===== src/rtl/condicionador_sensores.sv =====
// Sensor front-end: 2-flop sync, shared prescaler, per-channel debounce, valid/change flags.
// Optional stuck-sensor detection is enabled by defining SENSOR_STUCK_DETECT_EN.
module condicionador_sensores #(
    parameter int SAMPLE_DIV     = 1000,
    parameter int DEBOUNCE_TICKS = 4,
    parameter int STUCK_TICKS    = 4096
) (
    input  logic clock,
    input  logic reset,
    input  logic head_raw,
    input  logic left_raw,
    input  logic under_raw,
    input  logic barrier_raw,
    output logic head,
    output logic left,
    output logic under,
    output logic barrier,
    output logic sensores_validos,
    output logic mudanca,
    output logic falha_sensor
);

    localparam int PW = (SAMPLE_DIV > 1) ? $clog2(SAMPLE_DIV) : 1;
    localparam int CW = $clog2(DEBOUNCE_TICKS) + 1;
    localparam [PW-1:0] PRESC_MAX = PW'(SAMPLE_DIV - 1);
    localparam [CW-1:0] DB_LAST   = CW'(DEBOUNCE_TICKS - 1);
    localparam [CW-1:0] DB_FULL   = CW'(DEBOUNCE_TICKS);
    localparam bit PARAMS_OK = (SAMPLE_DIV >= 1) && (DEBOUNCE_TICKS >= 1) && (STUCK_TICKS >= 1);

    // Guard block: elaborates nothing for legal parameter values.
    if (!PARAMS_OK) begin : g_bad_params
    end

    // Channel order in every vector: {barrier, under, left, head}.
    logic [3:0]    sync1_q, sync1_d, sync2_q, sync2_d;
    logic [3:0]    deb_q, deb_d;
    logic [CW-1:0] cnt_q [4];
    logic [CW-1:0] cnt_d [4];
    logic [PW-1:0] presc_q, presc_d;
    logic [CW-1:0] valid_cnt_q, valid_cnt_d;
    logic          valid_q, valid_d;
    logic          mud_q, mud_d;
    logic          tick;

    always_comb begin
        sync1_d     = {barrier_raw, under_raw, left_raw, head_raw};
        sync2_d     = sync1_q;
        tick        = (presc_q == PRESC_MAX);
        presc_d     = tick ? '0 : presc_q + PW'(1);
        deb_d       = deb_q;
        valid_cnt_d = valid_cnt_q;
        for (int i = 0; i < 4; i++) begin
            cnt_d[i] = cnt_q[i];
        end
        if (tick) begin
            for (int i = 0; i < 4; i++) begin
                if (sync2_q[i] == deb_q[i]) begin
                    cnt_d[i] = '0;
                end else if (cnt_q[i] == DB_LAST) begin
                    deb_d[i] = sync2_q[i];
                    cnt_d[i] = '0;
                end else begin
                    cnt_d[i] = cnt_q[i] + CW'(1);
                end
            end
            if (valid_cnt_q != DB_FULL) begin
                valid_cnt_d = valid_cnt_q + CW'(1);
            end
        end
        valid_d = valid_q | (valid_cnt_d == DB_FULL);
        mud_d   = |(deb_d ^ deb_q);
    end

    always_ff @(posedge clock or posedge reset) begin
        if (reset) begin
            sync1_q     <= '0;
            sync2_q     <= '0;
            deb_q       <= '0;
            presc_q     <= '0;
            valid_cnt_q <= '0;
            valid_q     <= 1'b0;
            mud_q       <= 1'b0;
            for (int i = 0; i < 4; i++) begin
                cnt_q[i] <= '0;
            end
        end else begin
            sync1_q     <= sync1_d;
            sync2_q     <= sync2_d;
            deb_q       <= deb_d;
            presc_q     <= presc_d;
            valid_cnt_q <= valid_cnt_d;
            valid_q     <= valid_d;
            mud_q       <= mud_d;
            cnt_q       <= cnt_d;
        end
    end

    assign sensores_validos = valid_q;
    assign mudanca          = mud_q;

`ifdef SENSOR_STUCK_DETECT_EN
    localparam int SW = $clog2(STUCK_TICKS) + 1;
    localparam [SW-1:0] ST_FULL = SW'(STUCK_TICKS);

    logic [SW-1:0] stuck_q [4];
    logic [SW-1:0] stuck_d [4];
    logic          falha_q, falha_d;

    always_comb begin
        falha_d = falha_q;
        for (int i = 0; i < 4; i++) begin
            stuck_d[i] = stuck_q[i];
            if (stuck_q[i] == ST_FULL) begin
                falha_d = 1'b1;
            end
            if (tick) begin
                if (!deb_q[i]) begin
                    stuck_d[i] = '0;
                end else if (stuck_q[i] != ST_FULL) begin
                    stuck_d[i] = stuck_q[i] + SW'(1);
                end
            end
        end
    end

    always_ff @(posedge clock or posedge reset) begin
        if (reset) begin
            falha_q <= 1'b0;
            for (int i = 0; i < 4; i++) begin
                stuck_q[i] <= '0;
            end
        end else begin
            falha_q <= falha_d;
            stuck_q <= stuck_d;
        end
    end

    // A stuck sensor forces head+barrier high so navigation drops to StandBy.
    assign head         = deb_q[0] | falha_q;
    assign left         = deb_q[1];
    assign under        = deb_q[2];
    assign barrier      = deb_q[3] | falha_q;
    assign falha_sensor = falha_q;
`else
    assign head         = deb_q[0];
    assign left         = deb_q[1];
    assign under        = deb_q[2];
    assign barrier      = deb_q[3];
    assign falha_sensor = 1'b0;
`endif

endmodule


===== config.mk =====
export PLATFORM = sky130hd
export DESIGN_NAME = condicionador_sensores
export DESIGN_NICKNAME = d
export VERILOG_FILES = /design/src/rtl/condicionador_sensores.sv
export SDC_FILE = /design/constraint.sdc
export NUM_CORES = 1
export LEC_CHECK = 0
export ABC_AREA = 1
export CORE_ASPECT_RATIO = 1.1
export CORE_MARGIN = 4
export CORE_UTILIZATION = 40
export DETAILED_ROUTE_END_ITERATION = 7
export SLEW_MARGIN = 10
export SYNTH_ARGS = -nofsm -noshare
export SYNTH_HDL_FRONTEND = slang
export SYNTH_SLANG_ARGS = --single-unit

===== constraint.sdc =====
create_clock -name clock -period 1.8 [get_ports clock]
set_clock_uncertainty 0.05 [all_clocks]
set_input_delay 0.27 -clock clock [delete_from_list [all_inputs] [get_ports clock]]
set_output_delay 0.27 -clock clock [all_outputs]
set_load 0.005 [all_outputs]

==> results_dict.tcl, run 1 <==
set metrics [dict create \
    cts.reportedPaths.clkPinSlew_ns 0.07 \
    routed-via-count 1354 \
    route.antenna.remaining_nets 0 \
    synth_area_um2 1830 \
    post-layout-total-power_mw 1.56 \
    chipWidth_um 72.4 \
    use_met1_pct 16.0 \
    diodes 0 \
    synth.most_common_cell "sky130_fd_sc_hd__nand2_1" \
    cts_tree "yes" \
    synth_xor_xnor_area_share_pct 2.88 \
    height_of_the_die_um 78.9 \
    cts.repair_timing.setup_buffer_count 0 \
    finish.net_count 239 \
    grt_overflow 0 \
    switching_share_pct 19.7 \
    routed_wl_mm 3.16 \
    grt_setup_unrepaired "no" \
    setup_viol 0 \
    end_kind "flop" \
    cts_max_level 2 \
    clockBufferDepth 2 \
    gr-usage-all-layers_pct 13.1 \
    finished_layout_cell_area_um2 2110 \
    ys_top_cells_by_area "sky130_fd_sc_hd__dfrtp_1, sky130_fd_sc_hd__nand2_1, sky130_fd_sc_hd__inv_1, sky130_fd_sc_hd__nor2_1, sky130_fd_sc_hd__ha_1" \
    fillCellCount 420 \
    grt_first_pass_wirelength_mm 5.78 \
    dominant_cell_type_by_area_after_synthesis "sky130_fd_sc_hd__dfrtp_1" \
    synthSimpleGateAreaFrac_pct 23.7 \
    synth_top_family_by_area "simple AND/OR/NAND/NOR gates" \
    synth-seq-area-share_pct 53.4 \
    cp_arrival_ns 1.73 \
    vdd.ir_drop.worst_uv 582 \
    mappedNetlistNets 222 \
    placementRows 25 \
    synth.mux.area_fraction_pct 0 \
    finalCoreUtilization_pct 48.4 \
    drt_pre_antenna_iters 4 \
    post_synth_inst_count 209 \
    timing.final.hold_violations 0 \
    numPortBuffers 11 \
    cts_made_buffers 5 \
    flow.area_growth_from_synthesis_pct 15.3 \
    synthAdderAreaFrac_pct 4.79 \
    slew_violations 0 \
    clockRootBuffer "sky130_fd_sc_hd__clkbuf_8" \
    timing.rr.start "presc_q[0]" \
    p_seq_share_pct 57.0 \
    cp.required_ns 1.93 \
    avgSynthCellArea_um2 8.74 \
    synth_cell_types 26 \
    grt_max_degree 40 \
    worst_hold_margin_ns 0.281 \
    static-leakage-power_nw 1.02 \
    worstReg2RegEnd "deb_q[3]" \
    hpwl_mm 2.33 \
    share_of_cells_above_drive_strength_1_pct 8.81 \
    crit_path_max_fanout 15 \
    grtUsageMet2_pct 21.2 \
    first_global_vias 1308 \
    ys_dominant_reg_cell "sky130_fd_sc_hd__dfrtp_1" \
    antenna_violations_before_repair 0 \
    ys_warn_count 0 \
    totalNegativeSetupSlack_ns 0 \
    detail_route.drc_violations 0 \
    core_area_um2 4350 \
    synth_commonest_cells "sky130_fd_sc_hd__nand2_1, sky130_fd_sc_hd__dfrtp_1, sky130_fd_sc_hd__inv_1" \
    post_synth_edffs 0 \
    dpl_cell_area_um2 2010 \
    r2r_slack_ns 0.20 \
    gp_congestion 0.845 \
    sw_pwr_mw 0.308 \
    p_comb_share_pct 2.8 \
    power_density_nw_per_um2 741 \
    dr.first_iter.drc_count 75 \
    async_reset_ff_share_pct 100 \
    ys_ff_latch 39 \
    status "complete, no violations" \
    die_area_um2 5710 \
    synth-compound-area-share_pct 6.99 \
    ff2ff_path_depth 7 \
    final_min_period_over_clock_period_pct 89.0 \
    synth_top_cell_area_share_pct 53.4 \
    routedWlPerCell_um 11.2 \
    min_path_type "primary input to asynchronous set/reset pin" \
    worst_skew_pair.late_latency_ns 0.28 \
    cap_violations 0 \
    pin_count 13 \
    numClockSinks 39 \
    avgViaCountPerCell 4.82 \
    finalWorstPathRequiredPeriod_ns 1.60 \
    clkPwrFrac_pct 40.2 \
    grt.met3_usage_pct 3.42 \
    internal-power_mw 1.25 \
    startpoint_type "flop" \
    max_clock_freq_mhz 625 \
    grt_most_used_layer "met2" \
    path_class "flop to flop" \
    post_cts_hold_buffer_count 0 \
    initial_core_util_pct 42.0 \
    post_cts_resized 0 \
]
## critical path, stage by stage, from the launching register on
cell	delay [ns]
sky130_fd_sc_hd__dfrtp_1	0.37
sky130_fd_sc_hd__ha_1	0.21
sky130_fd_sc_hd__nand2_1	0.14
sky130_fd_sc_hd__inv_2	0.13
sky130_fd_sc_hd__nand3_4	0.19
sky130_fd_sc_hd__nor2_1	0.23
sky130_fd_sc_hd__nand2_1	0.07
sky130_fd_sc_hd__o21a_1	0.10
## logic make-up after synthesis
family	after synthesis
flip-flops	39
XOR/XNOR	6
AND/OR/NAND/NOR	96
adder cells (fa/ha/maj)	7
AO/OA/AOI/OAI	24
other	1
buffers and inverters	36
## power by group through the flow
stage	combinational, mW	sequential (mW)	clock [mW]
after floorplan	0.0240	0.905	0
after global placement	0.0462	0.906	0
after detailed placement	0.0459	0.906	0
after CTS	0.0459	0.889	0.658
after global routing	0.0505	0.890	0.700
final	0.0438	0.889	0.627
## cell usage in the layout, fill, tap and decap left out
| master | Yosys | routed |
|---|---|---|
| sky130_fd_sc_hd__xnor2_1 | 4 | 4 |
| sky130_fd_sc_hd__dfrtp_1 | 39 | 39 |
| sky130_fd_sc_hd__buf_12 | 0 | 1 |
| sky130_fd_sc_hd__nor3_1 | 5 | 5 |
| sky130_fd_sc_hd__nand3_1 | 8 | 8 |
| sky130_fd_sc_hd__nand4_2 | 1 | 1 |
| sky130_fd_sc_hd__nor2_4 | 1 | 1 |
| sky130_fd_sc_hd__clkbuf_1 | 0 | 1 |
| sky130_fd_sc_hd__nor3_2 | 1 | 1 |
| sky130_fd_sc_hd__inv_1 | 29 | 29 |
| sky130_fd_sc_hd__nand4_1 | 4 | 4 |
| sky130_fd_sc_hd__a21boi_0 | 2 | 2 |
| sky130_fd_sc_hd__nor2_2 | 2 | 2 |
| sky130_fd_sc_hd__nand2_1 | 46 | 46 |
| sky130_fd_sc_hd__clkdlybuf4s50_1 | 0 | 11 |
| sky130_fd_sc_hd__clkbuf_8 | 0 | 7 |
| sky130_fd_sc_hd__conb_1 | 1 | 1 |
| sky130_fd_sc_hd__nor4_1 | 1 | 1 |
| sky130_fd_sc_hd__o21ai_1 | 6 | 6 |
| sky130_fd_sc_hd__o21ai_0 | 9 | 9 |
| sky130_fd_sc_hd__ha_1 | 7 | 7 |
| sky130_fd_sc_hd__nand3_4 | 1 | 1 |
| sky130_fd_sc_hd__xor2_1 | 2 | 2 |
| sky130_fd_sc_hd__a21oi_1 | 6 | 6 |
| sky130_fd_sc_hd__inv_2 | 5 | 5 |
| sky130_fd_sc_hd__nand2_2 | 1 | 1 |
| sky130_fd_sc_hd__nor2_1 | 25 | 25 |
| sky130_fd_sc_hd__o21a_1 | 1 | 1 |
## layer usage
metal  wire [µm]  vias to the layer above
met5           0                        -
met1        1470                      627
met4         102                        0
met2        1470                       27
met3         115                       10
li1            -                      690
## how the worst max path moves through the flow
stage / slack (ns) / endpoint / cells after the start / start
final: 0.20 / deb_q[3] / 7 / presc_q[0]
after global routing: 0.02 / deb_q[3] / 7 / presc_q[0]
after CTS: 0.18 / deb_q[3] / 7 / presc_q[0]
after detailed placement: 0.20 / deb_q[3] / 7 / presc_q[0]
after global placement: 0.24 / cnt_q[0] / 7 / presc_q[0]
after floorplan: 0.42 / mudanca / 8 / presc_q[0]
## layout make-up
type	instances	area, µm²	area share (%)
clock buffer	8	100	4.75
tap	54	67.6	3.21
sequential	39	976	46.3
timing repair buffer	12	130	6.18
multi-input combinational	134	704	33.5
inverter	34	128	6.06
## state kept, by name, indices dropped and copies added (netlist names)
name              count
valid_cnt_q           3
mudanca               1
presc_q              10
sensores_validos      1
sync1_q               4
cnt_q                12
sync2_q               4
deb_q                 4
## per-stage QoR
| stage | setup WS (ns) | cells |
|---|---|---|
| 2_1_floorplan | 0.420 | 209 |
| 3_3_place_gp | 0.243 | 273 |
| 3_5_place_dp | 0.196 | 273 |
| 4_1_cts | 0.182 | 281 |
| 5_1_grt | 0.0169 | 281 |
| 6_report | 0.199 | 281 |
Note: power is estimated with default switching activity, not from simulation.
==> run 2, diff against run 1 <==
--- a/config.mk
+++ b/config.mk
@@ -6,6 +6,7 @@
 export NUM_CORES = 1
 export LEC_CHECK = 0
 export ABC_AREA = 1
+export CAP_MARGIN = 15
 export CORE_ASPECT_RATIO = 1.1
 export CORE_MARGIN = 4
 export CORE_UTILIZATION = 40
@@ -14,3 +15,4 @@
 export SYNTH_ARGS = -nofsm -noshare
 export SYNTH_HDL_FRONTEND = slang
 export SYNTH_SLANG_ARGS = --single-unit
+export TNS_END_PERCENT = 20
==> results of run 2 <==
Final layout, timing and power as in run 1 (identical DEF).
